## config.mk

```make
export PLATFORM = sky130hd
export DESIGN_NAME = cdb_arbiter_flat
export DESIGN_NICKNAME = d
export VERILOG_FILES = /design/src/rtl/cdb_arbiter_pkg.sv /design/src/rtl/cdb_arbiter_if.sv /design/src/rtl/cdb_arbiter_rr_pick.sv /design/src/rtl/cdb_arbiter.sv /design/src/flat_wrapper.sv
export SDC_FILE = /design/constraint.sdc
export NUM_CORES = 1
export LEC_CHECK = 0
export BUFFER_PORTS_ARGS = -buffer_cell sky130_fd_sc_hd__buf_2
export CORE_MARGIN = 10
export CORE_UTILIZATION = 46
export CTS_CLUSTER_DIAMETER = 100
export CTS_CLUSTER_SIZE = 28
export DETAILED_ROUTE_END_ITERATION = 7
export PLACE_DENSITY = 0.86
export SYNTH_ARGS = -nofsm -noshare
export SYNTH_HDL_FRONTEND = slang
export SYNTH_SLANG_ARGS = --single-unit
```

## constraint.sdc

```tcl
create_clock -name clk -period 5.57 [get_ports clk]
set_input_delay 1.114 -clock clk [delete_from_list [all_inputs] [get_ports clk]]
set_output_delay 1.114 -clock clk [all_outputs]
set_load 0.01 [all_outputs]
```

## src/rtl/cdb_arbiter_pkg.sv

```systemverilog
// rtl/cdb_arbiter_pkg.sv - shared CDB widths, tag constants and edge-event encoding
package cdb_arbiter_pkg;

    // Widths and tag space shared with the queue and reservation stations
    localparam int CDB_DATA_W = 32;
    localparam int CDB_ID_W   = 3;
    localparam int CDB_N_REQ  = 4;
    localparam int CDB_CNT_W  = 16;

    // Tag 0 means "no entry"; real queue entries are 1..7
    localparam logic [CDB_ID_W-1:0] CDB_ID_NONE = 3'd0;
    localparam int                  CDB_ID_MIN  = 1;
    localparam int                  CDB_ID_MAX  = 7;

    // What the output stage does on a given clock edge
    typedef enum logic [1:0] {
        CDB_EV_IDLE  = 2'd0,
        CDB_EV_FLUSH = 2'd1,
        CDB_EV_BCAST = 2'd2,
        CDB_EV_DROP  = 2'd3
    } cdb_event_e;

endpackage

```

## src/rtl/cdb_arbiter_if.sv

```systemverilog
// rtl/cdb_arbiter_if.sv - requester offers and CDB broadcast bundle
interface cdb_arbiter_if
    import cdb_arbiter_pkg::*;
#(
    parameter int N_REQ  = CDB_N_REQ,
    parameter int DATA_W = CDB_DATA_W,
    parameter int ID_W   = CDB_ID_W
);

    logic [N_REQ-1:0]        req_valid;
    logic [N_REQ-1:0]        req_ready;
    logic [N_REQ*DATA_W-1:0] req_data;
    logic [N_REQ*ID_W-1:0]   req_id;
    logic [N_REQ-1:0]        req_int;

    logic                    cdb_valid;
    logic [DATA_W-1:0]       cdb_data;
    logic [ID_W-1:0]         cdb_id;
    logic                    cdb_int;

    // Execution units and snoopers
    modport master (
        output req_valid, req_data, req_id, req_int,
        input  req_ready,
        input  cdb_valid, cdb_data, cdb_id, cdb_int
    );

    // The arbiter: sole driver of the CDB
    modport slave (
        input  req_valid, req_data, req_id, req_int,
        output req_ready,
        output cdb_valid, cdb_data, cdb_id, cdb_int
    );

endinterface

```

## src/rtl/cdb_arbiter_rr_pick.sv

```systemverilog
// rtl/cdb_arbiter_rr_pick.sv - combinational rotate-priority picker
module cdb_arbiter_rr_pick #(
    parameter int N  = 4,
    parameter int PW = (N > 1) ? $clog2(N) : 1
) (
    input  logic [N-1:0]  req,
    input  logic [PW-1:0] ptr,
    output logic [N-1:0]  grant,
    output logic [PW-1:0] gidx,
    output logic          any
);

    logic [PW-1:0] idx;

    // Scan from the far end back toward ptr so the position closest to ptr wins
    always_comb begin
        any   = 1'b0;
        gidx  = '0;
        idx   = '0;
        grant = '0;
        for (int k = N - 1; k >= 0; k--) begin
            idx = PW'((int'(ptr) + k) % N);
            if (req[idx]) begin
                any  = 1'b1;
                gidx = idx;
            end
        end
        if (any) begin
            grant = N'(1) << gidx;
        end
    end

endmodule

```

## src/rtl/cdb_arbiter.sv

```systemverilog
// rtl/cdb_arbiter.sv - round-robin owner and registered driver of the common data bus
module cdb_arbiter
    import cdb_arbiter_pkg::*;
#(
    parameter int N_REQ  = CDB_N_REQ,
    parameter int DATA_W = CDB_DATA_W,
    parameter int ID_W   = CDB_ID_W
) (
    input  logic                 clk,
    input  logic                 rst,
    input  logic                 flush,
    cdb_arbiter_if.slave         bus,
    output logic                 err_zero_id,
    output logic [CDB_CNT_W-1:0] bcast_cnt
);

    localparam int PW = (N_REQ > 1) ? $clog2(N_REQ) : 1;

    logic [PW-1:0]     rr_ptr;
    logic [N_REQ-1:0]  pick_grant;
    logic [PW-1:0]     gidx;
    logic              any;

    logic [DATA_W-1:0] g_data;
    logic [ID_W-1:0]   g_id;
    logic              g_int;
    logic [PW-1:0]     rr_next;
    cdb_event_e        ev;

    logic              cdb_valid_q;
    logic [DATA_W-1:0] cdb_data_q;
    logic [ID_W-1:0]   cdb_id_q;
    logic              cdb_int_q;

    cdb_arbiter_rr_pick #(.N(N_REQ), .PW(PW)) u_pick (
        .req   (bus.req_valid),
        .ptr   (rr_ptr),
        .grant (pick_grant),
        .gidx  (gidx),
        .any   (any)
    );

    // Ready depends only on valid, pointer, rst and flush; payload never feeds it
    assign bus.req_ready = (rst || flush) ? '0 : pick_grant;

    assign g_data  = bus.req_data[int'(gidx)*DATA_W +: DATA_W];
    assign g_id    = bus.req_id[int'(gidx)*ID_W +: ID_W];
    assign g_int   = bus.req_int[gidx];
    assign rr_next = (gidx == PW'(N_REQ - 1)) ? '0 : gidx + 1'b1;

    // Classify this edge; a tag-0 winner is consumed but never reaches the bus
    always_comb begin
        ev = CDB_EV_IDLE;
        if (flush) begin
            ev = CDB_EV_FLUSH;
        end else if (any) begin
            ev = (g_id == ID_W'(CDB_ID_NONE)) ? CDB_EV_DROP : CDB_EV_BCAST;
        end
    end

    // Output stage, priority pointer, sticky tag-0 error and broadcast counter
    always_ff @(posedge clk) begin
        if (rst) begin
            rr_ptr      <= '0;
            cdb_valid_q <= 1'b0;
            cdb_data_q  <= '0;
            cdb_id_q    <= '0;
            cdb_int_q   <= 1'b0;
            err_zero_id <= 1'b0;
            bcast_cnt   <= '0;
        end else begin
            case (ev)
                CDB_EV_BCAST: begin
                    rr_ptr      <= rr_next;
                    cdb_valid_q <= 1'b1;
                    cdb_data_q  <= g_data;
                    cdb_id_q    <= g_id;
                    cdb_int_q   <= g_int;
                    bcast_cnt   <= bcast_cnt + 1'b1;
                end
                CDB_EV_DROP: begin
                    rr_ptr      <= rr_next;
                    cdb_valid_q <= 1'b0;
                    cdb_data_q  <= '0;
                    cdb_id_q    <= '0;
                    cdb_int_q   <= 1'b0;
                    err_zero_id <= 1'b1;
                end
                CDB_EV_FLUSH: begin
                    rr_ptr      <= '0;
                    cdb_valid_q <= 1'b0;
                    cdb_data_q  <= '0;
                    cdb_id_q    <= '0;
                    cdb_int_q   <= 1'b0;
                end
                default: begin
                    cdb_valid_q <= 1'b0;
                    cdb_data_q  <= '0;
                    cdb_id_q    <= '0;
                    cdb_int_q   <= 1'b0;
                end
            endcase
        end
    end

    assign bus.cdb_valid = cdb_valid_q;
    assign bus.cdb_data  = cdb_data_q;
    assign bus.cdb_id    = cdb_id_q;
    assign bus.cdb_int   = cdb_int_q;

endmodule

```

## src/flat_wrapper.sv

```systemverilog
// flat-port wrapper written by rule: the top's interface ports become plain ports
module cdb_arbiter_flat import cdb_arbiter_pkg::*;
#(
    parameter int N_REQ  = CDB_N_REQ,
    parameter int DATA_W = CDB_DATA_W,
    parameter int ID_W   = CDB_ID_W
)
  (clk, rst, flush, err_zero_id, bcast_cnt, bus_req_valid, bus_req_data, bus_req_id, bus_req_int, bus_req_ready, bus_cdb_valid, bus_cdb_data, bus_cdb_id, bus_cdb_int);
  cdb_arbiter_if #(.N_REQ(N_REQ), .DATA_W(DATA_W), .ID_W(ID_W)) bus_i ();
  input  logic clk;
  input  logic rst;
  input  logic flush;
  output logic err_zero_id;
  output logic [CDB_CNT_W-1:0] bcast_cnt;
  input wire logic [$bits(bus_i.req_valid)-1:0] bus_req_valid;
  input wire logic [$bits(bus_i.req_data)-1:0] bus_req_data;
  input wire logic [$bits(bus_i.req_id)-1:0] bus_req_id;
  input wire logic [$bits(bus_i.req_int)-1:0] bus_req_int;
  output wire logic [$bits(bus_i.req_ready)-1:0] bus_req_ready;
  output wire logic [$bits(bus_i.cdb_valid)-1:0] bus_cdb_valid;
  output wire logic [$bits(bus_i.cdb_data)-1:0] bus_cdb_data;
  output wire logic [$bits(bus_i.cdb_id)-1:0] bus_cdb_id;
  output wire logic [$bits(bus_i.cdb_int)-1:0] bus_cdb_int;
  assign bus_i.req_valid = bus_req_valid;
  assign bus_i.req_data = bus_req_data;
  assign bus_i.req_id = bus_req_id;
  assign bus_i.req_int = bus_req_int;
  assign bus_req_ready = bus_i.req_ready;
  assign bus_cdb_valid = bus_i.cdb_valid;
  assign bus_cdb_data = bus_i.cdb_data;
  assign bus_cdb_id = bus_i.cdb_id;
  assign bus_cdb_int = bus_i.cdb_int;
  cdb_arbiter #(.N_REQ(N_REQ), .DATA_W(DATA_W), .ID_W(ID_W)) u_core (.clk(clk), .rst(rst), .flush(flush), .bus(bus_i), .err_zero_id(err_zero_id), .bcast_cnt(bcast_cnt));
endmodule
```

* Yosys cells after proc, flatten, opt, wreduce, memory -nomap -nowiden
Index checks and enable logic that the tools add are counted.
** Storage, ports and cells
- Logic and storage cells :: 57
- Bits in read-only memories :: 0
- Memories kept :: 0
- Bits in registers :: 56
- RAM bits :: 0
- Latch bits :: 0
- Input port bits :: 151
- Output and inout port bits :: 58
** Cells by class
- Shift-type cells :: 3
- Magnitude comparators :: 5
- Equal/unequal tests :: 4
- Reductions and logical operators :: 5
- Divide/modulo/power cells :: 0
- Muxes and demuxes :: 26
- Bitwise operators :: 1
- Multiply operators :: 1
- Add/sub/neg operators :: 5
** Operators by type and width (number)
- indexed part select 128 x 8 -> 32 bit :: 1
- indexed part select 12 x 32 -> 3 bit :: 1
- adder 16 x 1 -> 16 bit (second input constant) :: 1
- less-than comparator 2 x 3 -> 1 bit (second input constant) :: 5
- 2-to-1 mux 2 bit :: 7
- 2-to-1 mux 1 bit :: 11
- binary-select mux 1 bit (select 2 bit) :: 5
- 2-to-1 mux 4 bit :: 2
- == test 2 bit (second input constant) :: 3
- adder 2 x 1 -> 2 bit (second input constant) :: 2
- adder 2 bit (second input constant) :: 2
- multiplier 2 x 2 -> 4 bit (second input constant) :: 1
- one-hot mux 2 bit (2 select lines) :: 1
- OR reduction 2 bit :: 2
- left shift 1 x 2 -> 4 bit (first input constant) :: 1
- zero test 3 bit :: 1
- == test 2 x 1 -> 1 bit (second input constant) :: 1
- nonzero test 2 bit :: 1
- logical OR 1 bit :: 1
- NOT 1 bit :: 1

* Depth between registers and ports, before layout
- Depth after elaboration :: 16
- Depth in mapped cells :: 10

* Cells and area by module
From an unflattened synthesis, not the netlist that was laid out.
** Unflattened totals
- Cells, all modules :: 257
- Area, all modules :: 2962.8 um^2
** Modules (own cells, without submodules)
- cdb_arbiter :: seq. area each 1121.1 um^2, times used 1, area an instance 2780.2 um^2, cells an instance 228
- cdb_arbiter_rr_pick :: seq. area each 0.0 um^2, times used 1, area an instance 182.7 um^2, cells an instance 29

* Worst setup path after synthesis
Ideal clock, no wire load.
- Path kind :: input to output
- Start :: input bus_req_valid[0]
- End :: output bus_req_ready[0]
- Path buffers :: 2
- Slack :: 1.814 ns
- Required time :: 4.456 ns
- Arrival :: 2.642 ns
- Stages :: 8
- Path through :: nor2b_1 > o21ba_2 > clkbuf_1 > nor2_2 > clkinv_1 > clkbuf_1 > ha_1 > and2_1
** Between the ends
- Longest elaborated chain between the ends :: 9
- Elaborated cells on any way between the ends :: 19
- Classes of those cells :: shift: 1; mux: 18
** RTL lines
- from (decl) :: RTL line flat_wrapper.sv:15 : input wire logic [$bits(bus_i.req_valid)-1:0] bus_req_valid;
- binary-select mux 1 bit (select 2 bit) :: RTL line cdb_arbiter_rr_pick.sv:23 : if (req[idx]) begin
- 2-to-1 mux 1 bit (not written as such) :: RTL line cdb_arbiter_rr_pick.sv:23
- 2-to-1 mux 2 bit (4 in series) :: RTL line cdb_arbiter_rr_pick.sv:23
- left shift 1 x 2 -> 4 bit :: RTL line cdb_arbiter_rr_pick.sv:29 : grant = N'(1) << gidx;
- 2-to-1 mux 4 bit (*) :: RTL line cdb_arbiter_rr_pick.sv:28 : if (any) begin
- 2-to-1 mux 4 bit (*) :: RTL line cdb_arbiter.sv:44 : assign bus.req_ready = (rst || flush) ? '0 : pick_grant;
- to (decl) :: RTL line flat_wrapper.sv:19 : output wire logic [$bits(bus_i.req_ready)-1:0] bus_req_ready;
Every way passes the cells marked *; elsewhere a longest branch is shown, timed or not. The select of a mux whose other input is x is not followed.

* Worst setup path after layout
- Start :: input bus_req_valid[2]
- End :: output bus_req_ready[0]
The elaborated chain is that of the path after synthesis.

==> qor.txt <==
Post-DP HPWL -> 9230 µm
Worst setup EP type -> output pin
Final Slew Violations -> 0
First-pass GRT wire length -> 18000 µm
WL final -> 12000 µm
Hold path start -> u_core.bcast_cnt[15]$_SDFFE_PP0N_
Post-Syn Instances -> 352
Final period util -> 81.7%
# diodes -> 0
CP dominant cell by count -> buf_2
CP Launch Point -> bus_req_valid[2]
Initial Util -> 46.9%
Hold Fails Final Rpt -> 0
Post-route cell area -> 4270 µm²
Non-filler instance count after layout -> 617
Worst EP required -> 4.46 ns
Core footprint -> 6720 µm²
Number of synthesized flops with an enable pin -> 0
DRC errors left -> 0
Dominant cells by area after synthesis -> dfxtp_1, mux2i_1, a2111oi_0
Synth Warn # -> 0
I/O Pins -> 209
Delay-heaviest family, CP -> buffers and inverters
Share of cells above drive strength 1 -> 43.2%
R2r startpoint -> u_core.rr_ptr[1]$_SDFFE_PP0P_
Crit path DAT -> 3.44 ns
Post-CTS Repair Setup Buffers -> 0
Yosys top cell area share -> 35.5%
Antenna violations before repair -> 0
CP cell instances -> buf_2 > nor2b_1 > a221oi_2 > nor2_4 > clkinv_1 > ha_1 > and2_1 > buf_2
Kind of critical path -> input pin to output pin
CTS H-tree lvls -> 2
# setup viols final -> 0
FFs w/ async S/R, synth -> 0%
Top_reg_cell synth -> dfxtp_1
Skew-Pair Late Insertion Delay -> 0.31 ns
FMAX -> 220 MHz
Peak supply drop -> 0.000110 V
DRT iter0 DRCs -> 166
Via count -> 3606
Post-route ant nets -> 0
Via/cell ratio -> 5.84
Mean Syn Cell Area -> 8.96 µm²
R2R cell count -> 9
Avg WL per Cell -> 19.4 µm
R2R Setup Slk -> 2.49 ns
Number of distinct library cells after synthesis -> 38
Leakage -> 2.04 nW
Hold path depth -> 2
Final #Nets -> 692
Maxcap violations -> 0
Fillers -> 574
CP bufs+invs -> 3
Clock sinks -> 56
Post-cts resize count -> 0
Area grow syn2layout -> 35.5%
Largest net degree at the start of global routing -> 72
Status -> complete, no violations
Pwr Density -> 222 nW/µm²
First-pass DRT Iterations -> 5
Gpl congestion -> 0.891
Startpoint types -> input pin
Mapped Nets -> 508
Grt total ovfl -> 0
Hold WC Path Type -> flop to flop
Die extent in y -> 103 µm
Most frequent cells in the layout -> buf_2, dfxtp_1, and3_1
Clock tree buffer depth -> 2
CTS root buf -> clkbuf_8
Placement Cell Area -> 4180 µm²
CP max stage delay -> 0.81 ns
Clock Skew -> 0.00943 ns
Crit-path max FO -> 35
GRT Total Usage -> 21.1%
Synthesized area -> 3150 µm²
Post-CTS Hold Fix Bufs -> 0
Setup tns final -> 0 ns
Die area -> 10600 µm²
CTS tree -> yes
Register bit count reported by yosys -> 56
Worst slew pin tran -> 1.15 ns
Vias in the first global route -> 3617
Dpl cells -> 609
Hold Path Sink -> u_core.bcast_cnt[15]$_SDFFE_PP0N_
R2R Path End -> u_core.bcast_cnt[6]$_SDFFE_PP0N_
Commonest non-fill, non-tap cell in the layout -> buf_2
Post-synth top area cell -> dfxtp_1
Std cell rows -> 30
Slew headroom -> 23.3%
RSZ-0062 raised after global routing -> false
Sequential element share of the synthesized area -> 35.5%
Critical path's slowest cell -> clkinv_1
Tmin final -> 4.55 ns
Register clock-pin slew on the reported worst setup and hold paths -> 0.10 ns
TritonCTS buffer count -> 5
Port bufs -> 208
Die X -> 103 µm
==> flip-flops by register name, indices dropped and copies added, names as in the netlist <==
name,count
u_core.bus.cdb_int,1
u_core.err_zero_id,1
u_core.rr_ptr,2
u_core.bus.cdb_id,3
u_core.bus.cdb_valid,1
u_core.bus.cdb_data,32
u_core.bcast_cnt,16
==> cell type report <==
type	count	area, µm²	area share (%)
inverter	8	30.0	0.703
clock inverter	2	10.0	0.234
multi-input combinational	252	1850	43.3
clock buffer	6	82.6	1.93
sequential	56	1120	26.2
timing repair buffer	213	1080	25.2
tap	80	100	2.34
==> per-layer routing <==
layer / track usage [%] / up-vias / share of wire, %
li1: - / 1761 / -
met1: 23.2 / 1691 / 38
met2: 37.3 / 136 / 52
met3: 6.90 / 18 / 8.6
met4: 6.95 / 0 / 2.0
met5: 0 / - / 0
==> per-stage QoR <==
stage | power [W] | hold WS [ns] | worst slack, ns | util (%)
global placement | 0.000717 | 0.446 | 1.08 | 62.2
detailed placement | 0.000725 | 0.489 | 1.00 | 62.2
finish | 0.000947 | 0.506 | 1.02 | 63.6
floorplan | 0.000611 | 0.491 | 1.81 | -
CTS | 0.000954 | 0.503 | 0.999 | 63.6
global route | 0.000999 | 0.543 | 0.822 | 63.6
==> worst max-delay path by stage <==
stage	endpoint	slack (ns)	cells past startpoint
finish	bus_req_ready[0]	1.02	8
floorplan	bus_req_ready[0]	1.81	8
CTS	bus_req_ready[0]	1.0	8
global route	bus_req_ready[0]	0.82	8
detailed placement	bus_req_ready[0]	1.00	8
global placement	bus_req_ready[0]	1.08	8
==> power breakdown <==
| part | switching [W] | internal [W] |
|---|---|---|
| sequential | 0.00000855 | 0.000426 |
| clock | 0.000130 | 0.0000997 |
| combinational | 0.000163 | 0.000120 |
| total | 0.000302 | 0.000645 |
==> worst reg2reg max path, cell delays in order (launching register included) <==
cell and delay, ns:
dfxtp_1 0.44, mux2i_1 0.21, nor2_1 0.07, nor3_2 0.44, inv_2 0.52, nand3_1 0.26, a222oi_1 0.12, buf_4 0.26
or4_1 0.55, a21oi_1 0.14
==> Yosys cell counts, types with 2 or more instances <==
cell type,count
a2111oi_0,34
and2_1,4
inv_1,5
nand3_1,18
dfxtp_1,56
nor2b_1,2
ha_1,5
or3_1,3
and3_1,37
o21ai_0,6
nand2_1,5
clkbuf_1,27
nor3_1,2
nand4_1,2
o21ai_1,3
inv_2,2
o31ai_1,13
a21oi_1,18
buf_6,2
a211oi_1,33
buf_2,6
mux2i_1,35
or2_2,3
or4_1,13
nor2_1,5
==> kinds of logic (layout without fill, tap and decap cells) <==
family                     after synthesis  in the layout  synth area share (%)
adders and majority gates                5              5                  1.98
AOI/OAI and AO/OA                      112            112                  26.3
buffers and inverters                   44            229                  6.07
and+or+nand+nor                        100            100                  19.0
DFF                                     56             56                  35.5
muxes                                   35             35                  11.1
Power figures use the tool's default switching activity.
